`config.mk`:
```
export PLATFORM = sky130hd
export DESIGN_NAME = pdm_decoder
export DESIGN_NICKNAME = d
export VERILOG_FILES = /design/src/rtl/pdm_dec_pkg.sv /design/src/rtl/pdm_dec_sync.sv /design/src/rtl/pdm_decoder.sv
export SDC_FILE = /design/constraint.sdc
export NUM_CORES = 1
export LEC_CHECK = 0
export CORE_MARGIN = 5
export CORE_UTILIZATION = 49
export CTS_CLUSTER_SIZE = 28
export DETAILED_ROUTE_END_ITERATION = 7
export HOLD_SLACK_MARGIN = 0.1
export PLACE_DENSITY_LB_ADDON = 0.05
export SYNTH_ARGS = -nofsm -noshare
export SYNTH_HDL_FRONTEND = slang
export SYNTH_HIERARCHICAL = 1
export SYNTH_SLANG_ARGS = --single-unit
```
`constraint.sdc`:
```
create_clock -name clk -period 3.7 [get_ports clk]
set_clock_uncertainty 0.15 [all_clocks]
set_input_delay 1.11 -clock clk [delete_from_list [all_inputs] [get_ports clk]]
set_output_delay 1.11 -clock clk [all_outputs]
set_load 0.01 [all_outputs]
```
`src/rtl/pdm_dec_pkg.sv`:
```
// pdm_dec_pkg: shared types and default sizing for the PDM decimator.
// Holds the decoder FSM state encoding and the default window/output widths.
package pdm_dec_pkg;

    // Default decimation window is 2^5 = 32 PDM bits.
    localparam int DEC_LOG2_DEF = 5;

    // Default PCM result width; full-scale 32 saturates to 31.
    localparam int OUT_W_DEF    = 5;

    typedef enum logic [1:0] {
        IDLE = 2'd0,
        ACQ  = 2'd1,
        RUN  = 2'd2
    } dec_state_e;

endpackage

```
`src/rtl/pdm_dec_sync.sv`:
```
// pdm_dec_sync: two-flop synchronizer for the asynchronous PDM input.
// Ports: clk, reset (async, active-high), i_d (raw bit), o_q (synced bit).
module pdm_dec_sync
    import pdm_dec_pkg::*;
(
    input  logic clk,
    input  logic reset,
    input  logic i_d,
    output logic o_q
);

    logic r_meta;
    logic r_sync;

    always_ff @(posedge clk or posedge reset) begin
        if (reset) begin
            r_meta <= 1'b0;
            r_sync <= 1'b0;
        end else begin
            r_meta <= i_d;
            r_sync <= r_meta;
        end
    end

    assign o_q = r_sync;

endmodule

```
`src/rtl/pdm_decoder.sv`:
```
// pdm_decoder: counts ones over fixed 2^DEC_LOG2-bit windows of a 1-bit PDM
// stream and publishes the saturated count as a PCM sample per window.
// Ports:
//   clk       - clock, all state on rising edge
//   reset     - asynchronous, active-high reset
//   en        - decode enable; low aborts the window and idles the block
//   pdm_in    - 1-bit PDM stream, one bit per clk
//   pcm_out   - last completed window result, held between windows
//   pcm_valid - one-cycle strobe marking a new pcm_out
//   lock      - high while the last two window results are equal
// Build option: define PDM_DEC_SYNC_EN to pass pdm_in through a 2-flop
// synchronizer (pdm_dec_sync) before counting.
module pdm_decoder
    import pdm_dec_pkg::*;
#(
    parameter int DEC_LOG2 = DEC_LOG2_DEF,
    parameter int OUT_W    = OUT_W_DEF
) (
    input  logic             clk,
    input  logic             reset,
    input  logic             en,
    input  logic             pdm_in,
    output logic [OUT_W-1:0] pcm_out,
    output logic             pcm_valid,
    output logic             lock
);

    // Ones counter must hold 0..N, hence one bit wider than the bit index.
    localparam int SUM_W = DEC_LOG2 + 1;

    // Common width for the saturation compare.
    localparam int CMP_W = (SUM_W > OUT_W) ? SUM_W : OUT_W;

    localparam logic [DEC_LOG2-1:0] LAST_BIT = {DEC_LOG2{1'b1}};
    localparam logic [DEC_LOG2-1:0] CNT_ONE  = DEC_LOG2'(1);
    localparam logic [CMP_W-1:0]    PCM_MAX  = CMP_W'({OUT_W{1'b1}});

    dec_state_e r_state;
    dec_state_e w_state_nxt;

    logic [DEC_LOG2-1:0] r_bit_cnt;
    logic [DEC_LOG2-1:0] w_bit_cnt_nxt;
    logic [SUM_W-1:0]    r_ones;
    logic [SUM_W-1:0]    w_ones_nxt;
    logic [OUT_W-1:0]    r_pcm;
    logic [OUT_W-1:0]    w_pcm_nxt;
    logic                r_valid;
    logic                w_valid_nxt;
    logic                r_lock;
    logic                w_lock_nxt;

    logic                w_bit;
    logic                w_last;
    logic [SUM_W-1:0]    w_sum;
    logic [CMP_W-1:0]    w_sum_x;
    logic [OUT_W-1:0]    w_result;

`ifdef PDM_DEC_SYNC_EN
    // Delays the sampled stream by two cycles; window edges stay on the
    // bit counter, so only data timing shifts.
    pdm_dec_sync u_sync (
        .clk   (clk),
        .reset (reset),
        .i_d   (pdm_in),
        .o_q   (w_bit)
    );
`else
    assign w_bit = pdm_in;
`endif

    // The completing bit is folded in here so the result uses all N bits.
    assign w_sum   = r_ones + SUM_W'(w_bit);
    assign w_sum_x = CMP_W'(w_sum);
    assign w_last  = (r_bit_cnt == LAST_BIT);

    // A full window of ones (N) does not fit OUT_W bits; clamp to max.
    assign w_result = (w_sum_x > PCM_MAX) ? {OUT_W{1'b1}}
                                          : w_sum_x[OUT_W-1:0];

    always_ff @(posedge clk or posedge reset) begin
        if (reset) begin
            r_state <= IDLE;
        end else begin
            r_state <= w_state_nxt;
        end
    end

    always_comb begin
        w_state_nxt   = r_state;
        w_bit_cnt_nxt = r_bit_cnt;
        w_ones_nxt    = r_ones;
        w_pcm_nxt     = r_pcm;
        w_valid_nxt   = 1'b0;
        w_lock_nxt    = r_lock;

        unique case (r_state)
            IDLE: begin
                // The enabling edge already samples bit 0; counters are
                // zero here since every exit to IDLE clears them.
                if (en) begin
                    w_state_nxt   = ACQ;
                    w_bit_cnt_nxt = r_bit_cnt + CNT_ONE;
                    w_ones_nxt    = w_sum;
                end
            end

            ACQ, RUN: begin
                if (!en) begin
                    // Disable wins over a coincident completion.
                    w_state_nxt   = IDLE;
                    w_bit_cnt_nxt = '0;
                    w_ones_nxt    = '0;
                    w_lock_nxt    = 1'b0;
                end else if (w_last) begin
                    w_state_nxt   = RUN;
                    w_bit_cnt_nxt = '0;
                    w_ones_nxt    = '0;
                    w_pcm_nxt     = w_result;
                    w_valid_nxt   = 1'b1;
                    // The first window has no predecessor to match.
                    w_lock_nxt    = (r_state == RUN) &&
                                    (w_result == r_pcm);
                end else begin
                    w_bit_cnt_nxt = r_bit_cnt + CNT_ONE;
                    w_ones_nxt    = w_sum;
                end
            end

            default: begin
                w_state_nxt   = IDLE;
                w_bit_cnt_nxt = '0;
                w_ones_nxt    = '0;
                w_lock_nxt    = 1'b0;
            end
        endcase
    end

    always_ff @(posedge clk or posedge reset) begin
        if (reset) begin
            r_bit_cnt <= '0;
            r_ones    <= '0;
            r_pcm     <= '0;
            r_valid   <= 1'b0;
            r_lock    <= 1'b0;
        end else begin
            r_bit_cnt <= w_bit_cnt_nxt;
            r_ones    <= w_ones_nxt;
            r_pcm     <= w_pcm_nxt;
            r_valid   <= w_valid_nxt;
            r_lock    <= w_lock_nxt;
        end
    end

    assign pcm_out   = r_pcm;
    assign pcm_valid = r_valid;
    assign lock      = r_lock;

endmodule

```
==> flow_metrics.tcl, run 1 <==
set metrics [dict create \
    synthArstFlopShare_pct 100 \
    hold_depth 1 \
    clock_path_buffers 2 \
    routed_wl_mm 2.58 \
    p_per_area_nw_per_um2 505 \
    power_mw 0.692 \
    synth-edff-count 0 \
    post_cts_resized 0 \
    hold_path_end "r_bit_cnt[3]" \
    ys_seq_area_share_pct 41.7 \
    critPathCaptureType "flop" \
    cts_htree_levels 1 \
    synth.net_count 149 \
    r2r_cells 9 \
    num_rows 18 \
    yosysTopAreaCellShare_pct 41.7 \
    worst_pin_slew_ns 0.785 \
    netlist_instances 138 \
    drt-initial-drc-count 54 \
    grt_pass1_vias 984 \
    synthTopCellsByCount "o21ai_0 (21), dfrtp_1 (20), nand2_1 (20)" \
    wl_per_cell_um 14.5 \
    p_leak_nw 0.610 \
    synth.most_common_cell "o21ai_0" \
    core_um2 2410 \
    hold_viol 0 \
    required_ns 3.75 \
    dr.pass1.iters 4 \
    r2r-end "r_bit_cnt[2]" \
    path_class "in2reg" \
    chipHeight_um 59.5 \
    whs_ns 0.340 \
    numPortBuffers 10 \
    clkSinkCount 20 \
    grt_max_degree 21 \
    synth_warnings 6 \
    fill_cells 220 \
    synthToLayoutAreaGrowth_pct 14.0 \
    synth.cell_area_um2 1200 \
    cts_setup_buffers 0 \
    synth_largest_area_cell "dfrtp_1" \
    crit_fanout 6 \
    cp-start-kind "primary input" \
    slew_viol_final 0 \
    setup_tns_ns 0 \
    cp.arrival_ns 3.00 \
    regToRegSetupSlack_ns 1.37 \
    fin_crit_sh_pct 79.8 \
    relSlewSlack_pct 47.6 \
    cts_tree "built" \
    syn_area_per_cell_um2 8.70 \
    clkSlewWorstSetupHoldPaths_ns 0.12 \
    route.detailed.drc 0 \
    max-vdd-ir-drop_mv 0.366 \
    period_minus_slack_ns 2.95 \
    die_area_um2 3540 \
    layout-drive-gt1-share_pct 8.11 \
    ios 11 \
    clock.fmax_mhz 338 \
    cts_buffers 3 \
    clock_latency_ns 0.30 \
    maxCapViolCount 0 \
    cts_hold_buf 0 \
    yosys-top-cells-area "dfrtp_1 (42%), o21ai_0 (8.8%), ha_1 (7.3%)" \
    start_util_pct 49.8 \
    synth_cell_types 38 \
    post-dp-hpwl_mm 1.93 \
    grt_pass1_wl_mm 4.44 \
    hp-class "reg2reg" \
    antenna_found_initial 0 \
    hp-start "r_bit_cnt[3]" \
    gr-total-overflow 0 \
    outcome "completed" \
    die_w_um 59.5 \
    r2r_start "r_bit_cnt[0]" \
    finalSetupViolCount 0 \
    antenna_cells 0 \
    vias 1037 \
    ys_seq_elements 20 \
    synthFlopType "dfrtp_1" \
    rsz0062_at_grt "no" \
    grt_usage_pct 16.6 \
    fin_nets 160 \
    via_per_inst 5.83 \
    cts_root_buffer "clkbuf_4" \
    place_congestion 0.790 \
    ant_nets 0 \
]
## how the worst max path moves through the flow
stage / to / startpoint / slack (ns) / cells past startpoint
after floorplan: lock / pdm_in / 0.99 / 7
after global placement: lock / pdm_in / 0.42 / 8
after detailed placement: lock / pdm_in / 0.39 / 8
after CTS: lock / pdm_in / 0.74 / 8
after global routing: lock / pdm_in / 0.58 / 8
final: lock / pdm_in / 0.75 / 8
## layout make-up
class / count / area [um^2] / share of cell area (%)
clock buffers: 4 / 36.3 / 2.65
inverters: 8 / 31.3 / 2.29
multi-input cells: 103 / 641 / 46.8
flip-flops and latches: 20 / 500 / 36.6
well taps: 30 / 37.5 / 2.74
repair buffers: 13 / 123 / 8.96
## through the flow
step                instances  area (um^2)  setup slack, ns  utilization, %
floorplan                 138         1200            0.994               -
finish                    178         1370            0.746            56.8
CTS                       178         1370            0.742            56.8
detailed placement        174         1330            0.389            55.3
global placement          174         1330            0.416            55.3
global route              178         1370            0.583            56.8
## worst max-delay path, stage by stage
cell and delay [ns]:
clkdlybuf4s50_1 0.40, ha_1 0.24, ha_1 0.26, xor2_1 0.21, and2_1 0.18, o311ai_0 0.32, o211a_1 0.22, nor4b_2 0.05
## logic make-up after synthesis
| family | share of synthesized area, % |
|---|---|
| compound gates | 20.4 |
| fa+ha+maj | 7.29 |
| buf+inv | 5.00 |
| xor+xnor | 1.46 |
| simple gates | 24.2 |
| flops | 41.7 |
## power breakdown
group | internal, mW | switching [mW] | leakage [nW]
registers | 0.256 | 0.0377 | 0.267
logic | 0.108 | 0.160 | 0.322
clock network | 0.0601 | 0.0703 | 0.0210
total | 0.424 | 0.268 | 0.610
## layer usage
metal	wire length [um]	GRT usage (%)
met1	1230	21.3
met2	1270	28.1
met3	56	2.83
met4	28	6.01
met5	0	0
## sequential cells by signal, indices dropped and copies added, names as in the netlist
name	flops
lock	1
pcm_out	5
pcm_valid	1
r_bit_cnt	5
r_ones	6
r_state	2
## cells in the final DEF (no fill, tap or decap), drive strengths merged, types with 2 or more instances in the layout
| cell | synthesis | final |
|---|---|---|
| nor2b | 4 | 4 |
| nor4b | 2 | 2 |
| nor2 | 6 | 6 |
| a31oi | 3 | 3 |
| inv | 7 | 7 |
| nor3 | 4 | 4 |
| clkdlybuf4s50 | 0 | 10 |
| and3 | 2 | 2 |
| o31ai | 4 | 4 |
| o21ai | 21 | 21 |
| ha | 7 | 7 |
| a21oi | 3 | 3 |
| dfrtp | 20 | 20 |
| clkbuf | 5 | 4 |
| nand3 | 5 | 5 |
| buf | 2 | 3 |
| nand2b | 2 | 2 |
| xor2 | 2 | 2 |
| nand2 | 20 | 20 |
Note: power is estimated with default switching activity, not from simulation.
==> inputs of run 2 (changes only) <==
clock period = 2.9 ns   (was 3.7 ns; I/O delays follow)
==> flow_metrics.tcl, run 2 (synthesis gave the netlist of run 1 again) <==
set metrics [dict create \
    regMostFlops "r_ones" \
    cts_htree_levels 1 \
    path_class "in2reg" \
    dr.pass1.iters 4 \
    antenna_found_initial 0 \
    clkSinkCount 20 \
    slew_viol_final 0 \
    switching_power_mw 0.345 \
    r2r_cells 7 \
    r2r_start "r_bit_cnt[0]" \
    antenna_cells 0 \
    mostFrequentLayoutCell "o21ai_0" \
    period_minus_slack_ns 2.70 \
    whs_ns 0.340 \
    power_mw 0.891 \
    clkSlewWorstSetupHoldPaths_ns 0.12 \
    hold_depth 1 \
    ant_nets 0 \
    largest_register_ffs 6 \
    die_area_um2 3540 \
    max-vdd-ir-drop_mv 0.359 \
    hold_path_end "r_bit_cnt[3]" \
    hold_viol 0 \
    clock_latency_ns 0.30 \
    power_frac_comb_pct 39.3 \
    regToRegSetupSlack_ns 0.69 \
    cts_setup_buffers 0 \
    cts_hold_buf 0 \
    p_per_area_nw_per_um2 614 \
    grt_usage_pct 16.7 \
    required_ns 2.96 \
    slowest_stage "clkdlybuf4s50_1" \
    routed_wl_mm 2.69 \
    setup_slack_ns 0.203 \
    die_w_um 59.5 \
    p_leak_nw 0.663 \
    gr-total-overflow 0 \
    ios 11 \
    outcome "completed" \
    crit_top_cell "ha_1" \
    clock_path_buffers 2 \
    cts_tree "built" \
    post-place-ws_ns -0.131 \
    clkPwrFrac_pct 18.3 \
    finalSetupViolCount 0 \
    via_per_inst 5.68 \
    vias 1073 \
    place_congestion 0.769 \
    final_util_pct 60.2 \
    grt_max_degree 21 \
    start_util_pct 49.8 \
    cts_root_buffer "clkbuf_4" \
    path_delay_family "buffers and inverters" \
    critPathCaptureType "flop" \
    layout_common_cells "o21ai_0 (21), nand2_1 (20), dfrtp_1 (20)" \
    hp-start "r_bit_cnt[3]" \
    path_cells "clkdlybuf4s50_1, ha_1, ha_1, xor2_1, and2_1, o311ai_0, o211a_1, nor4b_2" \
    rsz0062_at_grt "no" \
    fill_cells 209 \
    worst-path-buf-inv 1 \
    route.detailed.drc 0 \
    seqPwrFrac_pct 42.4 \
    numPortBuffers 10 \
    synthToLayoutAreaGrowth_pct 20.8 \
    relSlewSlack_pct 78.0 \
    drt-initial-drc-count 42 \
    num_rows 18 \
    layout-drive-gt1-share_pct 14.5 \
    hp-class "reg2reg" \
    final_area_um2 1450 \
    grt_pass1_wl_mm 4.53 \
    post_cts_resized 0 \
    fin_nets 171 \
    fin_crit_sh_pct 93.0 \
    p_int_mw 0.545 \
    max_stage_delay_ns 0.47 \
    post-dp-hpwl_mm 2.04 \
    grt_pass1_vias 1052 \
    wl_per_cell_um 14.2 \
    r2r-end "r_bit_cnt[3]" \
    crit_fanout 4 \
    maxCapViolCount 0 \
    cp-start-kind "primary input" \
    place_area_um2 1420 \
    clock.fmax_mhz 371 \
    core_um2 2410 \
    cp.arrival_ns 2.76 \
    swShare_pct 38.8 \
    chipHeight_um 59.5 \
    worst_pin_slew_ns 0.326 \
    cts_buffers 3 \
]
run 2: changes by cell type in the layout (fill, tap and decap cells not counted), sizes merged:
| cell | delta |
|---|---|
| buf | +11 |
run 2: layout make-up:
type	count	area [um^2]	share of cell area, %
multi-input combinational	103	641	44.1
sequential	20	500	34.5
timing repair buffer	24	205	14.1
tap	30	37.5	2.59
clock buffer	4	36.3	2.50
inverter	8	31.3	2.16
run 2: worst max path at each step:
stage	start	end	slack, ns	cells after the start
2_1_floorplan	pdm_in	lock	0.43	7
3_3_place_gp	pdm_in	lock	-0.06	8
3_5_place_dp	pdm_in	lock	-0.13	8
4_1_cts	pdm_in	lock	0.20	8
5_1_grt	pdm_in	lock	0.02	8
6_report	pdm_in	lock	0.20	8
run 2: routing by layer:
metal  share of wire (%)  vias up  GRT usage, %
li1                    -      530             -
met1                  46      516          21.6
met2                  49       23          28.1
met3                 3.8        4          2.40
met4                0.85        0          6.01
met5                   0        -             0
run 2: through the flow:
stage | TNS [ns] | instances
global placement | -0.0630 | 185
floorplan | 0 | 138
global route | 0 | 189
CTS | 0 | 189
detailed placement | -0.131 | 185
finish | 0 | 189
run 2: power groups by stage:
| stage | Sequential (mW) | Clock [mW] | Combinational [mW] |
|---|---|---|---|
| floorplan | 0.361 | 0 | 0.264 |
| global placement | 0.378 | 0 | 0.337 |
| detailed placement | 0.382 | 0 | 0.348 |
| CTS | 0.376 | 0.168 | 0.348 |
| global route | 0.383 | 0.180 | 0.396 |
| finish | 0.377 | 0.163 | 0.350 |
